==> src/rtl/ascon_serial_io.sv <==
// Serial-to-parallel front end for an Ascon AEAD core: deserialises key/nonce/AD/data(/tag)
// beats, launches the core, then serialises the result (data+tag, or tag-gated plaintext).
module ascon_serial_io #(
  parameter int LANES      = 8,
  parameter int BLOCK_BITS = 64,
  parameter int TIMEOUT    = 1023
) (
  input  logic                  clk,
  input  logic                  rst,
  input  logic                  sof_i,
  input  logic                  decrypt_i,
  input  logic                  in_valid_i,
  output logic                  in_ready_o,
  input  logic [LANES-1:0]      in_data_i,
  output logic [127:0]          core_key_o,
  output logic [127:0]          core_nonce_o,
  output logic [BLOCK_BITS-1:0] core_ad_o,
  output logic [BLOCK_BITS-1:0] core_data_o,
  output logic                  core_decrypt_o,
  output logic                  core_start_o,
  input  logic                  core_done_i,
  input  logic [BLOCK_BITS-1:0] core_data_i,
  input  logic [127:0]          core_tag_i,
  output logic                  out_valid_o,
  input  logic                  out_ready_i,
  output logic [LANES-1:0]      out_data_o,
  output logic                  out_last_o,
  output logic                  busy_o,
  output logic                  tag_ok_o,
  output logic                  err_timeout_o
);

  localparam int MAIN_W    = 256 + 2 * BLOCK_BITS;
  localparam int OUT_W     = BLOCK_BITS + 128;
  localparam int N_ENC     = MAIN_W / LANES;
  localparam int N_DEC     = (MAIN_W + 128) / LANES;
  localparam int N_OUT_ENC = OUT_W / LANES;
  localparam int N_OUT_DEC = BLOCK_BITS / LANES;
  localparam int CW        = $clog2(N_DEC + 1);
  localparam int OW        = $clog2(N_OUT_ENC + 1);
  localparam int TW        = $clog2(TIMEOUT + 1);

  typedef enum logic [2:0] {
    IDLE,
    LOAD,
    START,
    WAIT,
    UNLOAD
  } state_t;

  state_t              state, state_n;
  logic [MAIN_W-1:0]   main_sr;
  logic [127:0]        tag_sr;
  logic [OUT_W-1:0]    out_sr;
  logic [CW-1:0]       beat_cnt;
  logic [OW-1:0]       out_cnt;
  logic [TW-1:0]       timer;
  logic                decrypt_q;
  logic                tag_ok_q;
  logic                err_q;

  logic accept;
  logic in_last;
  logic out_last;
  logic timed_out;
  logic tag_match;

  always_comb begin
    in_ready_o = (state == IDLE) || (state == LOAD);
    accept     = in_valid_i && in_ready_o;
    in_last    = beat_cnt == (decrypt_q ? CW'(N_DEC - 1) : CW'(N_ENC - 1));
    out_last   = out_cnt == (decrypt_q ? OW'(N_OUT_DEC - 1) : OW'(N_OUT_ENC - 1));
    timed_out  = timer == TW'(TIMEOUT - 1);
    tag_match  = core_tag_i == tag_sr;
  end

  // Key/nonce/AD/data share one shift register so each field fills MSB first
  // and settles in place once the frame is complete.
  assign core_key_o     = main_sr[MAIN_W-1 -: 128];
  assign core_nonce_o   = main_sr[2*BLOCK_BITS+127 -: 128];
  assign core_ad_o      = main_sr[2*BLOCK_BITS-1 -: BLOCK_BITS];
  assign core_data_o    = main_sr[BLOCK_BITS-1:0];
  assign core_decrypt_o = decrypt_q;
  assign core_start_o   = (state == START);
  assign out_valid_o    = (state == UNLOAD);
  assign out_data_o     = out_valid_o ? out_sr[OUT_W-1 -: LANES] : '0;
  assign out_last_o     = out_valid_o && out_last;
  assign busy_o         = (state != IDLE);
  assign tag_ok_o       = tag_ok_q;
  assign err_timeout_o  = err_q;

  always_ff @(posedge clk or posedge rst) begin
    if (rst) state <= IDLE;
    else     state <= state_n;
  end

  always_comb begin
    state_n = state;
    case (state)
      IDLE:    if (accept && sof_i) state_n = LOAD;
      LOAD:    if (accept && !sof_i && in_last) state_n = START;
      START:   state_n = WAIT;
      WAIT: begin
        if (core_done_i)    state_n = UNLOAD;
        else if (timed_out) state_n = IDLE;
      end
      UNLOAD:  if (out_ready_i && out_last) state_n = IDLE;
      default: state_n = IDLE;
    endcase
  end

  always_ff @(posedge clk or posedge rst) begin
    if (rst) begin
      main_sr   <= '0;
      tag_sr    <= '0;
      out_sr    <= '0;
      beat_cnt  <= '0;
      out_cnt   <= '0;
      timer     <= '0;
      decrypt_q <= 1'b0;
      tag_ok_q  <= 1'b0;
      err_q     <= 1'b0;
    end else begin
      case (state)
        IDLE, LOAD: begin
          if (accept && sof_i) begin
            decrypt_q <= decrypt_i;
            main_sr   <= {main_sr[MAIN_W-LANES-1:0], in_data_i};
            beat_cnt  <= CW'(1);
            tag_ok_q  <= 1'b0;
            err_q     <= 1'b0;
          end else if (accept && state == LOAD) begin
            // Beats past the encrypt-frame length can only be the received tag.
            if (beat_cnt < CW'(N_ENC)) main_sr <= {main_sr[MAIN_W-LANES-1:0], in_data_i};
            else                       tag_sr  <= {tag_sr[127-LANES:0], in_data_i};
            beat_cnt <= beat_cnt + CW'(1);
          end
        end
        START: timer <= '0;
        WAIT: begin
          if (core_done_i) begin
            tag_ok_q <= decrypt_q && tag_match;
            out_cnt  <= '0;
            if (decrypt_q)
              out_sr <= {(tag_match ? core_data_i : {BLOCK_BITS{1'b0}}), 128'b0};
            else
              out_sr <= {core_data_i, core_tag_i};
          end else if (timed_out) begin
            err_q <= 1'b1;
          end else begin
            timer <= timer + TW'(1);
          end
        end
        UNLOAD: begin
          if (out_ready_i) begin
            out_sr  <= {out_sr[OUT_W-LANES-1:0], {LANES{1'b0}}};
            out_cnt <= out_cnt + OW'(1);
          end
        end
        default: ;
      endcase
    end
  end

endmodule

==> config.mk <==
export PLATFORM = sky130hd
export DESIGN_NAME = ascon_serial_io
export DESIGN_NICKNAME = d
export VERILOG_FILES = /design/src/rtl/ascon_serial_io.sv
export SDC_FILE = /design/constraint.sdc
export NUM_CORES = 1
export LEC_CHECK = 0
export CORE_MARGIN = 2
export CORE_UTILIZATION = 52
export DETAILED_ROUTE_END_ITERATION = 10
export GPL_TIMING_DRIVEN = 0
export MAX_ROUTING_LAYER = met4
export PLACE_DENSITY = 0.85
export REMOVE_ABC_BUFFERS = 1
export SYNTH_ARGS = -nofsm -noshare
export SYNTH_HDL_FRONTEND = slang
export SYNTH_SLANG_ARGS = --single-unit
==> constraint.sdc <==
create_clock -name clk -period 32.1 [get_ports clk]
set_clock_uncertainty 0.05 [all_clocks]
set_input_delay 8.025 -clock clk [delete_from_list [all_inputs] [get_ports clk]]
set_output_delay 8.025 -clock clk [all_outputs]
set_load 0.05 [all_outputs]
**Word-level counts from Yosys, hierarchy flattened**

Index checks and enable logic that the tools add are counted.

- Register bits after elaboration: 732
- Bits of input ports: 207
- Output and inout port bits: 400
- Logic and storage cells: 92

- $add $sub $neg: 3
- $lt $le $gt $ge: 1
- Eq/ne operators: 18
- Mux-type cells: 31
- Bitwise gates (word level): 2
- Reduce and logical (&&, ||, !) cells: 27

Operator list:

| operator | count |
|---|---|
| 384-bit 2-to-1 mux | 3 |
| 192-bit 2-to-1 mux | 3 |
| 192-bit one-hot mux with 2 select lines | 1 |
| 128-bit == test | 1 |
| 64-bit 2-to-1 mux | 1 |
| 10-bit 2-to-1 mux | 2 |
| 5-bit 2-to-1 mux | 4 |
| 10-bit one-hot mux with 2 select lines | 1 |
| 3-bit 2-to-1 mux | 5 |
| 3-bit one-hot mux with 5 select lines | 1 |
| 7-bit 2-to-1 mux | 2 |
| 3-bit AND reduction | 4 |
| 4-bit AND reduction | 3 |
| 10-bit by 1-bit adder with 10-bit output (second input constant) | 1 |
| 10-bit == test (second input constant) | 1 |
| 2-bit != test (second input constant) | 5 |
| 5-bit one-hot mux with 2 select lines | 1 |
| 2-bit nonzero test | 5 |
| 1-bit logical AND | 8 |
| 8-bit 2-to-1 mux | 1 |
| 2-bit by 1-bit != test with 1-bit output (second input constant) | 4 |
| 7-bit by 1-bit adder with 7-bit output (second input constant) | 1 |
| 7-bit by 6-bit == test with 1-bit output | 1 |
| 7-bit by 6-bit less-than comparator with 1-bit output (second input constant) | 1 |
| other kinds (15) | 22 |

**Depth between registers and ports, before layout**

- Depth in word-level cells: 7
- Mapped depth: 11
- Gate-level depth less buffers: 8

**Worst setup path before layout**

No wires, ideal clock.

- Path kind: reg2out
- From: register state[1]
- To: output port out_last_o
- Data arrival time: 2.888 ns
- Required time: 24.025 ns
- Setup slack: 21.137 ns
- Cell stages (with the launch flop): 8
- Buffers on the path: 4
- Cells stage by stage: dfrtp_1 > buf_2 > nor2_1 > nand2_1 > clkbuf_1 > clkbuf_1 > buf_1 > nor4_1

- Word-level cells in the longest chain between the ends: 2

Ends and longest elaborated chain:

| what | RTL line | text |
|---|---|---|
| from (decl) | 51 | `state_t state, state_n;` |
| from (signal assigned) | 94 | `else state <= state_n;` |
| 3-bit == test | 85 | `assign out_valid_o = (state == UNLOAD);` |
| 1-bit logical AND | 87 | `assign out_last_o = out_valid_o && out_last;` |
| to (decl) | 27 | `output logic out_last_o,` |

No other way between the ends.

**Worst setup path in the final report**

- From: register state[1]
- To: output port out_data_o[5]

- Word-level cells in the longest chain between the ends: 2

Ends and longest elaborated chain:

| what | RTL line | text |
|---|---|---|
| 3-bit == test | 85 |  |
| 8-bit 2-to-1 mux | 86 | `assign out_data_o = out_valid_o ? out_sr[OUT_W-1 -: LANES] : '0;` |
| to (decl) | 26 | `output logic [LANES-1:0] out_data_o,` |

No other way between the ends.

==> impl_metrics.tcl <==
set metrics [dict create \
    status "complete, no violations" \
    cp.required_ns 24.02 \
    clkLatencyLatePin_ns 0.61 \
    wl_um 89400 \
    hold_buffers 0 \
    stdcell_count 3891 \
    via_count 22548 \
    leakage_nw 19.0 \
    ir_drop_mv 0.103 \
    final_cell_mix "dfrtp_1 (732), clkdlybuf4s50_1 (606), mux2_2 (511), a21oi_1 (191), and3_1 (178)" \
    final_antenna_net_count 0 \
    final_common_cell "dfrtp_1" \
    initial_core_util_pct 52.5 \
    grt-ovfl-total 0 \
    period_share_pct 36.4 \
    cts-buffers-inserted 77 \
    placed_cells 3737 \
    path_delay_family "buffers and inverters" \
    post_cts_buffers 0 \
    fp.dieArea_um2 61400 \
    ios 607 \
    synth-edff-count 0 \
    yosysWarnings 0 \
    tns_ns 0 \
    row_count 89 \
    synth_area_um2 30900 \
    multi_input_area_um2 11800 \
    place_congestion 0.918 \
    path_clk_slew_ns 0.06 \
    worstPathMaxFanout 125 \
    clock_path_buffers 3 \
    rsz0062_at_grt "no" \
    synth_area_leader_cell "dfrtp_1" \
    drtIter0Drc 1677 \
    slew_viol_final 0 \
    drive_gt1_share_pct 22.7 \
    syn_inst 2481 \
    antenna_found_initial 11 \
    grt_pass1_wl_um 136000 \
    seq_area_frac_synth_pct 59.2 \
    port_buffers 606 \
    viasPerCell 5.79 \
    seqCellArea_um2 18300 \
    max_freq_mhz 85.7 \
    first_pass_iters 7 \
    netlist.area_leader.share_pct 59.2 \
    die_h_um 248 \
    path_cells "nor2_1 -> nand2_4 -> buf_16 -> inv_6 -> and2_1 -> clkdlybuf4s50_1" \
    critPathMaxStageDelay_ns 0.82 \
    cp_num_buf_inv 3 \
    grt_pass1_vias 22897 \
    track_usage_pct 29.7 \
    finalHoldViolCount 0 \
    finalNetCount 3254 \
    cts_resized 0 \
    setup_viol 0 \
    root_buffer "clkbuf_16" \
    cp-end-kind "output pin" \
    critical_path.slowest_cell "clkdlybuf4s50_1" \
    cp-start-kind "register" \
    hold_path_class "reg2reg" \
    drc_errors 0 \
    synth_ff_type "dfrtp_1" \
    tightest_slew_ns 1.38 \
    cts_sinks 732 \
    slew_headroom_pct 7.57 \
    period_needed_ns 11.67 \
    async_flop_share_pct 100 \
    maxCapViolCount 0 \
    path_class "reg2out" \
    crit_arrival_ns 3.60 \
    power_density_nw_per_um2 81.1 \
    hpwl_um 63100 \
    synth_seq_cells 732 \
    avgSynthCellArea_um2 12.5 \
    die_w_um 248 \
    syn_to_final_growth_pct 32.2 \
    nFillCells 3892 \
    post_drt_wl_per_cell_um 23.0 \
    grt_max_degree 136 \
    synth.distinct_cells 43 \
    htree_levels 3 \
    cts_tree "yes" \
    coreArea_um2 58900 \
    yosys-top-cells-area "dfrtp_1 (59%), mux2_2 (19%), and3_1 (3.6%)" \
]
## Yosys cell counts, types with 29 or more instances
cell and instances:
nand3_1 74, nor4_1 29, dfrtp_1 732, o21ai_0 133
xor2_1 122, buf_2 62, nand2_1 145, clkbuf_1 93
mux2_2 511, o21ai_1 64, a21oi_1 192, and3_1 178
## registers in the layout (all words and copies together), names as in the netlist
name            flops
out_sr            192
beat_cnt            7
main_sr           384
tag_sr            128
tag_ok_o            1
out_cnt             5
state               3
err_timeout_o       1
timer              10
core_decrypt_o      1
## path summary, 6_finish.rpt
check	start	to	slack, ns	cells after the start
worst max-delay path	state[1]	out_data_o[5]	20.43	6
worst min-delay path	out_sr[120]	out_sr[120]	0.42	2
worst max register to register	state[1]	out_sr[190]	28.32	9
worst min register to register	out_sr[120]	out_sr[120]	0.42	2
max in group asynchronous	rst	tag_sr[85]	22.04	5
min in group asynchronous	rst	main_sr[156]	7.90	2
## cell families (layout without fill, tap and decap cells)
kind of cell / after synthesis / after routing / share of synthesized area (%)
multiplexers: 511 / 511 / 18.6
flip-flops: 732 / 732 / 59.2
AO/OA/AOI/OAI: 412 / 412 / 6.95
adder cells (fa/ha/maj): 4 / 4 / 0.162
AND/OR/NAND/NOR: 504 / 504 / 8.63
buffers and inverters: 185 / 810 / 2.65
other: 0 / 12 / 0
XOR/XNOR: 133 / 133 / 3.77
## through the flow
stage	worst slack (ns)	total power, W	cell area (um^2)	utilization [%]	hold slack (ns)
floorplan	3.16	0.00196	30200	-	0.392
global placement	-4.12	0.00241	37200	63.2	0.406
detailed placement	20.66	0.00239	38200	64.8	0.417
CTS	20.41	0.00334	40900	69.4	0.430
global route	20.22	0.00342	40900	69.4	0.441
finish	20.43	0.00332	40900	69.4	0.424
## power by group
part	leakage, nW	switching (W)	internal [W]
Sequential	9.77	0.000136	0.00107
Combinational	7.95	0.000757	0.000418
Clock	1.32	0.000380	0.000552
## layout make-up
| class | instances | area share [%] |
|---|---|---|
| Sequential cell | 732 | 44.8 |
| Multi-Input combinational cell | 1564 | 28.9 |
| Timing Repair Buffer | 651 | 17.1 |
| Clock buffer | 103 | 5.50 |
| Tap cell | 773 | 2.37 |
| Clock inverter | 39 | 1.06 |
| Inverter | 17 | 0.193 |
| Antenna cell | 12 | 0.0734 |
## metal layers
layer	GRT usage, %	routed length, um	share of wire, %	vias up
met4	15.4	4950	5.5	0
li1	-	-	-	9933
met5	-	0	0	-
met1	36.4	34300	38	11379
met3	6.57	7200	8.1	242
met2	46.4	42900	48	994
## worst reg2reg max path: stages, from the launching register on
cell and delay [ns]:
dfrtp_1 0.44, nor2_1 0.22, nand2_4 0.27, buf_16 0.32, inv_6 0.65, and2_1 0.43
or2_2 0.85, and3_1 0.31, a21oi_1 0.06, o21ai_1 0.10
Power figures use the tool's default switching activity.
